[config.mk]
export PLATFORM = sky130hd
export DESIGN_NAME = tone_cfg_sequencer
export DESIGN_NICKNAME = d
export VERILOG_FILES = /design/src/rtl/tone_cfg_pkg.sv /design/src/rtl/gain_ramp_lane.sv /design/src/rtl/tone_cfg_sequencer.sv
export SDC_FILE = /design/constraint.sdc
export NUM_CORES = 2
export LEC_CHECK = 0
export ABC_AREA = 1
export BUFFER_PORTS_ARGS = -buffer_cell sky130_fd_sc_hd__buf_4
export CAP_MARGIN = 10
export CORE_MARGIN = 2
export CORE_UTILIZATION = 40
export CTS_CLUSTER_DIAMETER = 120
export DETAILED_ROUTE_END_ITERATION = 8
export MAX_ROUTING_LAYER = met4
export PLACE_DENSITY = 0.69
export SLEW_MARGIN = 20
export SYNTH_ARGS = -nofsm -noshare
export SYNTH_HDL_FRONTEND = slang
export SYNTH_SLANG_ARGS = --single-unit
[constraint.sdc]
create_clock -name clk -period 18.85 [get_ports clk]
set_clock_uncertainty 0.05 [all_clocks]
set_input_delay 1.885 -clock clk [delete_from_list [all_inputs] [get_ports clk]]
set_output_delay 1.885 -clock clk [all_outputs]
set_load 0.02 [all_outputs]
[src/rtl/tone_cfg_pkg.sv]
// rtl/tone_cfg_pkg.sv - shared constants, state encoding and bus packing helper for the tone config sequencer
package tone_cfg_pkg;

  localparam int NUM_TONES = 8;
  localparam int TONE_W    = 3;

  typedef enum logic [1:0] {
    IDLE = 2'd0,
    WAIT = 2'd1,
    RAMP = 2'd2
  } state_t;

  // Low bit of tone slot `tone` in a {tone7..tone0} packed bus of `width`-bit fields.
  function automatic int lane_lo(input int tone, input int width);
    return tone * width;
  endfunction

endpackage

[src/rtl/gain_ramp_lane.sv]
// rtl/gain_ramp_lane.sv - one gain lane: steps cur toward target by at most GAIN_STEP, never overshooting
module gain_ramp_lane #(
  parameter int GAIN_W    = 18,
  parameter int GAIN_STEP = 1024
) (
  input  logic [GAIN_W-1:0] cur,
  input  logic [GAIN_W-1:0] target,
  input  logic              step_en,
  output logic [GAIN_W-1:0] next,
  output logic              at_target
);

  localparam logic [GAIN_W:0]   STEP   = (GAIN_W+1)'(GAIN_STEP);
  localparam logic [GAIN_W-1:0] STEP_N = STEP[GAIN_W-1:0];

  logic signed [GAIN_W:0] diff;
  logic        [GAIN_W:0] mag;
  logic [GAIN_W-1:0]      moved;

  // One extra bit on the difference keeps full-scale swings from wrapping.
  always_comb begin
    diff      = $signed({target[GAIN_W-1], target}) - $signed({cur[GAIN_W-1], cur});
    mag       = diff[GAIN_W] ? $unsigned(-diff) : $unsigned(diff);
    moved     = diff[GAIN_W] ? (cur - STEP_N) : (cur + STEP_N);
    at_target = (cur == target);
    next      = cur;
    if (step_en && !at_target) begin
      if ((STEP == '0) || (mag <= STEP)) begin
        next = target;
      end else begin
        next = moved;
      end
    end
  end

endmodule

[src/rtl/tone_cfg_sequencer.sv]
// rtl/tone_cfg_sequencer.sv - shadow bank, sample-aligned atomic commit and gain ramping for Channel-A config buses
module tone_cfg_sequencer
  import tone_cfg_pkg::*;
#(
  parameter int IDX_W     = 10,
  parameter int GAIN_W    = 18,
  parameter int DLY_W     = 16,
  parameter int GAIN_STEP = 1024
) (
  input  logic                          clk,
  input  logic                          rst,
  input  logic                          cfg_wr_valid,
  output logic                          cfg_wr_ready,
  input  logic [TONE_W-1:0]             cfg_wr_tone,
  input  logic [IDX_W-1:0]              cfg_wr_index,
  input  logic [GAIN_W-1:0]             cfg_wr_gain,
  input  logic                          commit_valid,
  output logic                          commit_ready,
  input  logic [DLY_W-1:0]              commit_delay,
  input  logic                          sample_tick,
  output logic [NUM_TONES*IDX_W-1:0]    index_a_bus,
  output logic [NUM_TONES*GAIN_W-1:0]   gain_a_bus,
  output logic                          busy,
  output logic                          commit_done
);

  logic [IDX_W-1:0]  sh_idx    [NUM_TONES];
  logic [GAIN_W-1:0] sh_gain   [NUM_TONES];
  logic [IDX_W-1:0]  idx_act   [NUM_TONES];
  logic [GAIN_W-1:0] gain_act  [NUM_TONES];
  logic [GAIN_W-1:0] tgt       [NUM_TONES];
  logic [GAIN_W-1:0] lane_next [NUM_TONES];
  logic [NUM_TONES-1:0] lane_at;

  state_t           state;
  logic [DLY_W-1:0] cnt;
  logic             rdy;
  logic             wr_hs;
  logic             cm_hs;

  assign wr_hs        = rdy & cfg_wr_valid;
  assign cm_hs        = rdy & commit_valid;
  assign cfg_wr_ready = rdy;
  assign commit_ready = rdy;

  for (genvar i = 0; i < NUM_TONES; i++) begin : g_lane
    localparam int ILO = lane_lo(i, IDX_W);
    localparam int GLO = lane_lo(i, GAIN_W);

    gain_ramp_lane #(
      .GAIN_W    (GAIN_W),
      .GAIN_STEP (GAIN_STEP)
    ) u_lane (
      .cur       (gain_act[i]),
      .target    (tgt[i]),
      .step_en   (sample_tick),
      .next      (lane_next[i]),
      .at_target (lane_at[i])
    );

    assign index_a_bus[ILO +: IDX_W] = idx_act[i];
    assign gain_a_bus[GLO +: GAIN_W] = gain_act[i];
  end

  // commit_done is raised while still in RAMP so busy covers the done cycle.
  always_ff @(posedge clk or posedge rst) begin
    if (rst) begin
      state       <= IDLE;
      cnt         <= '0;
      rdy         <= 1'b0;
      busy        <= 1'b0;
      commit_done <= 1'b0;
      for (int i = 0; i < NUM_TONES; i++) begin
        sh_idx[i]   <= '0;
        sh_gain[i]  <= '0;
        idx_act[i]  <= '0;
        gain_act[i] <= '0;
        tgt[i]      <= '0;
      end
    end else begin
      commit_done <= 1'b0;
      unique case (state)
        IDLE: begin
          if (wr_hs) begin
            sh_idx[cfg_wr_tone]  <= cfg_wr_index;
            sh_gain[cfg_wr_tone] <= cfg_wr_gain;
          end
          if (cm_hs) begin
            state <= WAIT;
            cnt   <= commit_delay;
            rdy   <= 1'b0;
            busy  <= 1'b1;
          end else begin
            rdy <= 1'b1;
          end
        end
        WAIT: begin
          if (sample_tick) begin
            if (cnt != '0) begin
              cnt <= cnt - 1'b1;
            end else begin
              for (int i = 0; i < NUM_TONES; i++) begin
                idx_act[i] <= sh_idx[i];
                tgt[i]     <= sh_gain[i];
                if (GAIN_STEP == 0) gain_act[i] <= sh_gain[i];
              end
              state <= RAMP;
            end
          end
        end
        RAMP: begin
          if (commit_done) begin
            state <= IDLE;
            busy  <= 1'b0;
            rdy   <= 1'b1;
          end else if (&lane_at) begin
            commit_done <= 1'b1;
          end else begin
            for (int i = 0; i < NUM_TONES; i++) gain_act[i] <= lane_next[i];
          end
        end
        default: state <= IDLE;
      endcase
    end
  end

endmodule

==> key figures <==
Status
  • Status: completed

Power and ir drop
  • Sequential power share: about a fifth
  • Combinational share of power: between 60% and 70%
  • Tot Pwr: 10.2 mW
  • Clock power frac: roughly 14%
  • LEAKAGE: approximately 25 nW
  • Psw: approximately 5.3 mW
  • P per Cell Area: around 220 nW/um2
  • Peak VDD IR: ~0.095 mV
  • Switching Fraction: 51.8%
  • P_int: around 4.9 mW

STA
  • Final Hold Vio Count: 0
  • Fmax: slightly above 200 MHz
  • Max_slew headroom: a little over a quarter
  • Slew Limit Fails: 0
  • # setup viols final: 0
  • Tmin final: around 5 ns
  • Post-route setup slack: 13.92 ns
  • RSZ-0062 raised after global routing: false
  • Crit share post-route: 26.1%
  • Sum Neg Setup Slack: 0 ns
  • Worst slew pin tran: about 1.1 ns

GRT
  • GRT Residual Overflow: 0
  • Initial antenna violation count: 19
  • Largest net degree at the start of global routing: 236
  • Global-route wire length before repair: between 150 and 200 mm
  • GRT Total Usage: between 20% and 30%
  • Number of global-route vias before repair: 35.2k

Setup path
  • Setup crit end: gain_a_bus[17]$_DFFE_PP0P_
  • Worst setup EP type: async pin
  • Crit-path max cell delay: about 0.9 ns
  • Delay-heaviest family, CP: buffers and inverters
  • CP Class: in -> async
  • Register-to-Register Path Depth: 24
  • Crit-path cells: buf_4 -> clkinvlp_4 -> buf_4 -> buf_4 -> buf_4 -> buf_4
  • Worst path slowest cell: buf_4
  • Arr. time, crit path: ~5.6 ns
  • Most common cell on crit path: buf_4
  • Req. time, crit path: around 19 ns
  • Worst reg-to-reg setup slack: 14.63 ns
  • Critical path launch point type: input pin
  • R2r startpoint: tgt[108]$_DFFE_PP0P_
  • Critical R2R Capture: gain_a_bus[18]$_DFFE_PP0P_
  • Worst Path Buf+Inv: 6
  • Launch point of the worst path: rst
  • Stages on the worst setup path: 6
  • Crit-path max FO: between 70 and 80

Die
  • I/O Pins: 280
  • Die X: between 300 and 400 um
  • Std-Cell Rows: about 120
  • Initial Util: approximately two fifths
  • Total core area: around 100000 um2
  • Full die area: around 110000 um2
  • Vert. Die Dim: ~330 um

Route
  • DR WL/cell: ~17 um
  • Antenna-violating nets left: 0
  • Total number of vias: about 38k
  • Drt drc: 0
  • Overall routed net length: about 120 mm
  • Vias/cell: approximately 5.1
  • Drt pass-1 iters: 5
  • Detailed Route Iter0 Violations: approximately 2.9k

Layout
  • Final Net Count: about 6.3k
  • Share of cells above drive strength 1: 13.0%
  • Post-route core utilization: a little under half
  • Post-Layout Cell Count: ~7.4k
  • Synth-to-layout area growth: 14.1%
  • Commonest non-fill, non-tap cell in the layout: nand2_1
  • Most frequent cells in the layout: nand2_1, inv_1, dfrtp_1

Clock network
  • Clock Path Buffers: 3
  • CTS clk-pin slew, worst paths: around 0.060 ns
  • TritonCTS clock tree: done
  • Worst skew pair latency: around 0.63 ns
  • Number of clock sinks: 613
  • H-tree depth: 3
  • CTS buffer count: 72
  • Resized cells post-CTS: 0
  • Hold_buf cts: 0
  • Root Buffer: clkbuf_16
  • Setup bufs post-CTS: 0

Synthesis
  • Seq cells post-synth: 613
  • Post-synthesis cell type count: slightly below 60
  • Mapped Avg Cell Area: between 7 and 8 um2
  • Post-synth ARST share: 100%
  • Total number of yosys warnings: 0
  • Most used DFF post-synth: dfrtp_1
  • Synth Instances: 5760
  • Mapped Area: roughly 41000 um2
  • Synthesized net count: approximately 6k
  • Sequential-to-total area share from yosys stat: approximately 37%
  • Post-synth EDFFs: 0

Worst hold path
  • HP Class: reg -> reg

Job
  • Max_cap viols: 0

Placement
  • IO buf count: around 280
  • Placer Congestion: 0.934
  • Post-Place Worst Slack: around 13 ns
  • Cell Count Post-Placement: 7295
  • Dpl hpwl: 92.9 mm
==> power groups by stage <==
stage	combinational (mW)	sequential, mW	clock (mW)
6_report	6.62	2.16	1.47
5_1_grt	7.56	2.21	1.55
4_1_cts	6.59	2.15	1.49
3_5_place_dp	6.55	2.16	0
3_3_place_gp	6.41	2.16	0
2_1_floorplan	5.19	2.13	0
==> cell usage after synthesis (23+ instances only) <==
master | instances | area share, %
o21ai_2 | 54 | 1.1
nand4_1 | 48 | 0.73
inv_1 | 782 | 7.1
buf_6 | 24 | 0.66
nand3_1 | 510 | 6.2
nor2_1 | 448 | 4.1
dfrtp_1 | 613 | 37
nand2_2 | 84 | 1.3
mux2_2 | 107 | 2.9
nor3_1 | 26 | 0.32
nand3_2 | 23 | 0.56
nand2_1 | 1780 | 16
xor2_1 | 55 | 1.2
clkbuf_1 | 88 | 0.80
a21oi_1 | 284 | 3.4
nor2_2 | 29 | 0.44
ha_1 | 201 | 6.1
o21ai_0 | 345 | 4.2
xnor2_1 | 47 | 1.0
==> layout make-up <==
class	count	area, um2
tap	1368	1710
antenna	14	35.0
clock buffer	94	2030
inverter	809	3040
sequential	613	15300
timing repair buffer	297	2260
fill	10200	55000
clock inverter	39	474
multi-input combinational	4208	22200
==> sequential cells by signal, summed over array words and instances, names as in the netlist <==
signal	cells
gain_a_bus	144
sh_gain	144
tgt	144
index_a_bus	80
sh_idx	80
cnt	16
state	2
busy	1
cfg_wr_ready	1
commit_done	1
==> metrics by stage <==
step | cell area (um2) | hold slack [ns]
6_report | 47100 | 0.429
5_1_grt | 47000 | 0.448
4_1_cts | 47000 | 0.434
3_5_place_dp | 44500 | 0.419
3_3_place_gp | 44500 | 0.412
2_1_floorplan | 41200 | 0.399
==> cell families after synthesis <==
kind of cell	count (synthesis)	synth area share, %
multiplexers	107	2.92
AND/OR/NAND/NOR	3023	31.5
XOR/XNOR	105	2.28
adder cells (fa/ha/maj)	217	6.88
flip-flops	613	37.2
AO/OA/AOI/OAI	756	10.1
buffers and inverters	939	9.12
==> worst reg2reg max path: stages (launching register included) <==
cell and delay [ns]:
dfrtp_1 0.36, inv_1 0.17, ha_1 0.18, inv_1 0.07, fa_1 0.40, nand2_2 0.10
nand3_2 0.11, nand3_2 0.10, nand2_2 0.08, nand2_2 0.09, nand2_2 0.07, nand2_1 0.08
nand2_1 0.06, nand2_1 0.09, nand2_2 0.33, nand2_2 0.28, nand3_2 0.12, nand2_1 0.08
nand2_1 0.05, nor2_1 0.11, nand2_1 0.13, nor2_8 0.19, nand3_2 0.51, nand2_1 0.24
o21ai_2 0.07
==> worst min-delay path by stage <==
stage / cells after the start / to / slack, ns / startpoint
global placement: 2 / sh_idx[48]$_DFFE_PP0P_ / 0.41 / sh_idx[48]$_DFFE_PP0P_
floorplan: 2 / sh_gain[19]$_DFFE_PP0P_ / 0.40 / sh_gain[19]$_DFFE_PP0P_
CTS: 2 / sh_gain[5]$_DFFE_PP0P_ / 0.43 / sh_gain[5]$_DFFE_PP0P_
finish: 2 / sh_idx[56]$_DFFE_PP0P_ / 0.43 / sh_idx[56]$_DFFE_PP0P_
detailed placement: 2 / sh_idx[4]$_DFFE_PP0P_ / 0.42 / sh_idx[4]$_DFFE_PP0P_
global route: 2 / sh_idx[48]$_DFFE_PP0P_ / 0.45 / sh_idx[48]$_DFFE_PP0P_
==> routing by layer <==
layer,up-vias,part of all wire [%],global-route usage (%)
li1,18900,-,-
met1,17800,43,30.9
met2,1119,45,36.8
met3,227,7.8,4.91
met4,0,3.6,8.29
met5,-,0,-
(Power assumes the default switching activity.)
